===== src/rtl/flag_pkg.sv =====
// Shared constants and types for the status-flag register bank.
// Flag indices, default geometry and the shadow-stack operation decode.
package flag_pkg;

    localparam int unsigned FLG_C          = 0;
    localparam int unsigned FLG_Z          = 1;
    localparam int unsigned DEF_NUM_FLAGS  = 2;
    localparam int unsigned DEF_SHAD_DEPTH = 4;

    // What the shadow stack does on the coming edge.
    typedef enum logic [1:0] {
        OpHold,
        OpPush,
        OpPop,
        OpFault
    } shad_op_e;

    // Push and pop together cancel out and are never a fault.
    function automatic shad_op_e decode_op(input logic push, input logic pop,
                                           input logic full, input logic empty);
        if (push && !pop) begin
            return full ? OpFault : OpPush;
        end
        if (pop && !push) begin
            return empty ? OpFault : OpPop;
        end
        return OpHold;
    endfunction

endpackage


===== src/rtl/flag_bit.sv =====
// One status flag: priority mux (restore > clr > set > ld > hold) and its flop.
module flag_bit (
    input  logic clk,
    input  logic rst_n,
    input  logic restore,
    input  logic restore_val,
    input  logic clr,
    input  logic set,
    input  logic ld,
    input  logic din,
    output logic q
);

    logic flag_q, flag_d;

    // Next-state priority mux.
    always_comb begin
        flag_d = flag_q;
        if (restore) begin
            flag_d = restore_val;
        end else if (clr) begin
            flag_d = 1'b0;
        end else if (set) begin
            flag_d = 1'b1;
        end else if (ld) begin
            flag_d = din;
        end
    end

    // Flag storage.
    always_ff @(posedge clk or negedge rst_n) begin
        if (!rst_n) begin
            flag_q <= 1'b0;
        end else begin
            flag_q <= flag_d;
        end
    end

    assign q = flag_q;

endmodule


===== src/rtl/flag_reg_bank.sv =====
// Status-flag register bank with a LIFO shadow stack for nested interrupts.
// Optional macro SHAD_ERR_EN compiles in the sticky overflow/underflow flag;
// without it shad_err is tied low and err_clr is ignored.
module flag_reg_bank
    import flag_pkg::*;
#(
    parameter int unsigned NUM_FLAGS  = DEF_NUM_FLAGS,
    parameter int unsigned SHAD_DEPTH = DEF_SHAD_DEPTH
) (
    input  logic                               clk,
    input  logic                               rst_n,
    input  logic [NUM_FLAGS-1:0]               flg_in,
    input  logic [NUM_FLAGS-1:0]               flg_ld,
    input  logic [NUM_FLAGS-1:0]               flg_set,
    input  logic [NUM_FLAGS-1:0]               flg_clr,
    input  logic                               shad_push,
    input  logic                               shad_pop,
    input  logic                               err_clr,
    output logic [NUM_FLAGS-1:0]               flg_out,
    output logic [$clog2(SHAD_DEPTH+1)-1:0]    shad_cnt,
    output logic                               shad_empty,
    output logic                               shad_full,
    output logic                               shad_err
);

    localparam int unsigned CntW = $clog2(SHAD_DEPTH + 1);

    logic [NUM_FLAGS-1:0] stack_q [SHAD_DEPTH];
    logic [NUM_FLAGS-1:0] stack_d [SHAD_DEPTH];
    logic [CntW-1:0]      cnt_q, cnt_d;
    logic [NUM_FLAGS-1:0] flg_q;
    logic [NUM_FLAGS-1:0] top_val;
    logic                 restore;
    shad_op_e             op;

    assign shad_empty = (cnt_q == '0);
    assign shad_full  = (cnt_q == CntW'(SHAD_DEPTH));
    assign op         = decode_op(shad_push, shad_pop, shad_full, shad_empty);
    assign restore    = (op == OpPop);

    // Top-of-stack read mux; only meaningful when the stack is non-empty.
    always_comb begin
        top_val = '0;
        for (int i = 0; i < int'(SHAD_DEPTH); i++) begin
            if (cnt_q == CntW'(i + 1)) begin
                top_val = stack_q[i];
            end
        end
    end

    // Stack write and occupancy update; faults leave both untouched.
    always_comb begin
        stack_d = stack_q;
        cnt_d   = cnt_q;
        unique case (op)
            OpPush: begin
                for (int i = 0; i < int'(SHAD_DEPTH); i++) begin
                    if (cnt_q == CntW'(i)) begin
                        stack_d[i] = flg_q;
                    end
                end
                cnt_d = cnt_q + CntW'(1);
            end
            OpPop:   cnt_d = cnt_q - CntW'(1);
            default: ;
        endcase
    end

    // Stack entries and occupancy counter.
    always_ff @(posedge clk or negedge rst_n) begin
        if (!rst_n) begin
            cnt_q <= '0;
            for (int i = 0; i < int'(SHAD_DEPTH); i++) begin
                stack_q[i] <= '0;
            end
        end else begin
            cnt_q   <= cnt_d;
            stack_q <= stack_d;
        end
    end

    for (genvar g = 0; g < int'(NUM_FLAGS); g++) begin : g_flag
        flag_bit u_flag_bit (
            .clk         (clk),
            .rst_n       (rst_n),
            .restore     (restore),
            .restore_val (top_val[g]),
            .clr         (flg_clr[g]),
            .set         (flg_set[g]),
            .ld          (flg_ld[g]),
            .din         (flg_in[g]),
            .q           (flg_q[g])
        );
    end

    assign flg_out  = flg_q;
    assign shad_cnt = cnt_q;

`ifdef SHAD_ERR_EN
    logic err_q, err_d;

    // Sticky error; a new fault beats a simultaneous clear.
    always_comb begin
        err_d = (op == OpFault) | (err_q & ~err_clr);
    end

    // Error flag storage.
    always_ff @(posedge clk or negedge rst_n) begin
        if (!rst_n) begin
            err_q <= 1'b0;
        end else begin
            err_q <= err_d;
        end
    end

    assign shad_err = err_q;
`else
    logic unused_err_clr;
    assign unused_err_clr = err_clr;
    assign shad_err       = 1'b0;
`endif

endmodule


===== config.mk =====
export PLATFORM = sky130hd
export DESIGN_NAME = flag_reg_bank
export DESIGN_NICKNAME = d
export VERILOG_FILES = /design/src/rtl/flag_pkg.sv /design/src/rtl/flag_bit.sv /design/src/rtl/flag_reg_bank.sv
export SDC_FILE = /design/constraint.sdc
export NUM_CORES = 1
export LEC_CHECK = 0
export ABC_AREA = 1
export ABC_CLOCK_PERIOD_IN_PS = 4980
export CAP_MARGIN = 10
export CORE_UTILIZATION = 25
export DETAILED_ROUTE_END_ITERATION = 6
export PLACE_DENSITY = 0.46
export SYNTH_ARGS = -nofsm -noshare
export SYNTH_HDL_FRONTEND = slang
export SYNTH_SLANG_ARGS = --single-unit

===== constraint.sdc =====
create_clock -name clk -period 4.98 [get_ports clk]
set_input_delay 0.996 -clock clk [delete_from_list [all_inputs] [get_ports clk]]
set_output_delay 0.996 -clock clk [all_outputs]
set_load 0.02 [all_outputs]

After elaboration in Yosys (flattened, before gate mapping). Cells that the tools add are included.

Add/subtract/negate cells: 2. Eq/ne operators: 6. Muxes and demuxes: 22. Reductions and logical operators: 12.

Operators with widths (number): $mux 2 (9); $mux 1 (12); $reduce_and 2->1 (4); $reduce_bool 4->1 (2); $eq 3x2->1 const B (2); $pmux 3 s2 (1); $add 3x1->3 const B (1); $eq 3x1->1 const B (1); $eq 3x3->1 const B (1); $logic_not 3->1 (1); $sub 3x1->3 const B (1); $eq 2x1->1 const B (1); $eq 2x2->1 const B (1); $logic_and 1x1->1 (2); $logic_not 1->1 (2); $reduce_bool 2->1 (1).

Flip-flop bits (word level): 13. Input bits: 13. Output and inout bits: 8. Logic and storage cells: 49.

Longest topological paths before layout.
Depth in word-level cells: 8. Depth in mapped cells: 11. Depth with buffers taken out: 11.

Modules after synthesis. A second synthesis with hierarchy kept.

Cells, all modules: 120. Area, all modules: 869.6 µm².

Modules (own cells, without submodules): flag_reg_bank (times used 1, cells each 94, area an instance 716.9 µm²); flag_bit (times used 2, cells each 13, area an instance 76.3 µm²).

Worst setup path after synthesis. Ideal clock, no wire load.

Path type: register to output. Start point: register cnt_q[0] (netlist: shad_cnt[0]). End point: output shad_full. Arrival time: 1.050 ns. Data required time: 3.984 ns. Setup slack: 2.934 ns. Stages on the path, launching flop included: 5. Path through: dfrtp_1 -> inv_1 -> ha_1 -> nand2_2 -> inv_1.

Cells in the longest elaborated chain, start to end: 1.

Ends and longest elaborated chain: from (decl) (line flag_reg_bank.sv:30) `logic [CntW-1:0] cnt_q, cnt_d;`; from (signal assigned) (line flag_reg_bank.sv:77) `cnt_q <= cnt_d;`; $eq 3x3->1 (line flag_reg_bank.sv:37) `assign shad_full = (cnt_q == CntW'(SHAD_DEPTH));`; to (decl) (line flag_reg_bank.sv:22) `output logic shad_full,`.

Every way passes these cells.

Final worst setup path. Same ends and word-level chain as after synthesis.

==> summary.md <==
| Metric | Value |
|---|---|
| Logic pwr share | 50.7% |
| CTS Sinks | 13 |
| Final setup TNS | 0 ns |
| Synth-to-layout area growth | 28.1% |
| EDFF count, synth | 0 |
| Peak VDD IR | ~0.24 mV |
| Total core area | 3130 sq um |
| CP startpoint kind | flip-flop |
| Count leader, synth | nand2_1 |
| Final Cycle Share | around 57% |
| DRC | 0 |
| Final net count | 156 |
| Avg Vias per Cell | 4.12 |
| Sw Pwr | 0.218 mW |
| Reg clk slew, reported paths | 0.09 ns |
| Number of global-route vias before repair | 728 |
| DRT Wirelength | 1790 microns |
| Synthesized cell area | 850 sq um |
| Root buf cell | clkbuf_4 |
| Worst-path fanout max | 5 |
| Worst R2R Path Depth | 11 |
| FP Rows | 20 |
| Top cell type's share of synthesized area | between 30% and 40% |
| Sequential element share of the synthesized area | 38.3% |
| Hold Crit Start | stack_q[2]$_DFFE_PN0P_ |
| Inst Count DP | 174 |
| Hold Worst Slack | 0.494 ns |
| Hold WC Path Type | flip-flop to flip-flop |
| CTS tree | yes |
| CP peak stage delay | ~0.60 ns |
| Initial Util | 27.2% |
| Final-report max-slew violation count | 0 |
| Hold Crit Depth | 2 |
| Cells along the critical path | inv_1 > ha_1 > nand2_2 > inv_1 > clkdlybuf4s50_1 |
| Net Sw Frac | 42.8% |
| Fraction of registers with async set/reset | 100% |
| Post-synth top cells | 34 x nand2_1, 17 x inv_1, 13 x dfrtp_1, 13 x nor2_1, 9 x o21ai_0 |
| Finished Layout Cells | 178 |
| Mux contribution to synthesized area | 0% |
| Hold Buf Count CTS | 0 |
| Largest area contributor in the netlist | dfrtp_1 |
| Pwr Density | approximately 470 nW/um^2 |
| Simple-Gate Fraction of Synth Area | 23.6% |
| Largest net degree at the start of global routing | 14 |
| Die Ht | 60.3 microns |
| FF-to-FF End | shad_cnt[2]$_DFFE_PN0P_ |
| ANT cells | 0 |
| Fmax | around 0.35 GHz |
| # resized after CTS | 0 |
| Tot GR Track Use | 11.7% |
| Unique masters post-synth | 17 |
| Largest family of logic cells by synthesized area | simple AND/OR/NAND/NOR gates |
| Post-DR wirelength/cell | 10.0 microns |
| GR Overflow Total | 0 |
| Cell count after synthesis | 115 |
| Worst Tran Pin Value | 0.602 ns |
| Crit path top cell by count | inv_1 |
| Die area | 3640 sq um |
| Adder-Cell Fraction of Synth Area | 11.8% |
| Total CTS buffers | 3 |
| CTS max path bufs | 2 |
| Chip Width | 60.3 microns |
| Final estimated routing congestion in global placement | around 0.7 |
| Post CTS Setup Buffer Count | 0 |
| R2r startpoint | shad_cnt[0]$_DFFE_PN0P_ |
| Post-synthesis xor/xnor area fraction | around 2% |
| Status | complete, no violations |
| Synth Flop Type | dfrtp_1 |
| Clock latency on the worst-skew pair | 0.28 ns |
| Crit-path leading delay family | buffers and inverters |
| Sequential power share | 35.9% |
| Setup Skew | 0.00135 ns |
| RSZ-0062 raised after global routing | no |
| CP required | 3.98 ns |
| CP Capture Type | output port |
| Port bufs | 18 |
| Fraction of layout cells with a size suffix above 1 | 8.21% |
| Design area | about 1100 sq um |
| Mean Syn Cell Area | ~7.4 sq um |
| Compound-Gate Fraction of Synth Area | 12.8% |
| FF-to-FF setup slack | 3.01 ns |
| DR iter-0 viols | 14 |
| Synth top area cells | dfrtp_1 38%, nand2_1 15%, ha_1 12% |
| 1st-pass router iterations | 4 |
| Initial antenna violation count | 0 |
| Worst rel slew slack | 59.7% |
| Placed cell area | 1060 sq um |
| Int Power | 0.291 mW |
| Critical path buffers and inverters | 3 |
| CP max-delay cell | clkdlybuf4s50_1 |
| # setup viols final | 0 |
| H-tree Lvls | 1 |
| Detailed Place HPWL | between 1000 and 1500 microns |
| First-pass GRT wire length | 3150 microns |
| Via count | 733 |
| Fillers | 339 |
| Arr. time, crit path | roughly 1.8 ns |
| Clock share of power | 13.4% |
| Hold Vio Cnt, Final | 0 |
| Max-cap violations | 0 |
| Leakage | 0.536 nW |
| Antenna Nets Post-Route | 0 |
| Post-synthesis net count | around 140 |
| Pre-CTS setup slack | ~2.3 ns |
| YS warnings | 0 |
| Min Clock Period, post-route | 2.82 ns |
| Setup CP Type | flip-flop to output port |
| Yosys reg bits | 13 |
| IO Count | 21 |
| Hold worst-path end | stack_q[2]$_DFFE_PN0P_ |
| Final WS setup | 2.16 ns |
## power by group through the flow
stage,Combinational [mW],Clock [mW],Sequential (mW)
after CTS,0.262,0.0719,0.183
after global placement,0.257,0,0.183
final,0.258,0.0682,0.183
after floorplan,0.164,0,0.191
after global routing,0.296,0.0775,0.190
after detailed placement,0.260,0,0.185
## worst max path at each step
| stage | depth (start not counted) | slack, ns | to | startpoint |
|---|---|---|---|---|
| floorplan | 4 | 2.93 | shad_full | shad_cnt[0]$_DFFE_PN0P_ |
| global placement | 11 | 2.40 | shad_cnt[2]$_DFFE_PN0P_ | shad_pop |
| detailed placement | 11 | 2.35 | shad_cnt[2]$_DFFE_PN0P_ | shad_pop |
| CTS | 5 | 2.12 | shad_full | shad_cnt[0]$_DFFE_PN0P_ |
| global route | 5 | 2.01 | shad_full | shad_cnt[0]$_DFFE_PN0P_ |
| finish | 5 | 2.16 | shad_full | shad_cnt[0]$_DFFE_PN0P_ |
## tightest hold or removal path, delay by kind of cell, from the launching register on
kind	cells	cell delay, ns
AO/OA/AOI/OAI	1	0.06
AND/OR/NAND/NOR	1	0.05
flip-flops	1	0.35
## stage by stage
step	util (%)	power [mW]
4_1_cts	34.8	0.517
6_report	34.8	0.509
3_3_place_gp	34.0	0.440
2_1_floorplan	-	0.355
5_1_grt	34.8	0.563
3_5_place_dp	34.0	0.445
## cell usage in the layout (no fill, tap or decap), types with 3 or more instances in the layout
cell type,synthesis,layout
nand2_1,34,34
clkdlybuf4s50_1,0,18
inv_1,17,17
nor2_1,13,13
dfrtp_1,13,13
o21ai_0,9,9
ha_1,8,8
a21oi_1,3,3
a21oi_2,3,3
clkbuf_4,0,3
## cell families after synthesis
family                     after synthesis
AOI/OAI and AO/OA                       18
xor gates and xnor gates                 2
adders and majority gates                8
buffers and inverters                   22
DFF                                     13
other                                    1
and+or+nand+nor                         51
## layout make-up
type | instances | area, sq um | area share, %
multi-input combinational | 80 | 430 | 39.5
sequential | 13 | 325 | 29.9
timing repair buffer | 18 | 180 | 16.6
inverter | 19 | 71.3 | 6.55
tap | 44 | 55.1 | 5.06
clock buffer | 4 | 26.3 | 2.41
## sequential cells by signal, summed over array words and instances, names as in the netlist
name	count
shad_cnt	3
stack_q	8
g_flag.u_flag_bit.q	2
## routing by layer
| metal | GRT usage (%) | vias up | wire (microns) |
|---|---|---|---|
| li1 | - | 387 | - |
| met1 | 14.8 | 332 | 840 |
| met2 | 19.8 | 12 | 862 |
| met3 | 2.81 | 2 | 67 |
| met4 | 2.99 | 0 | 17 |
| met5 | 0 | - | 0 |
(Power assumes the default switching activity.)
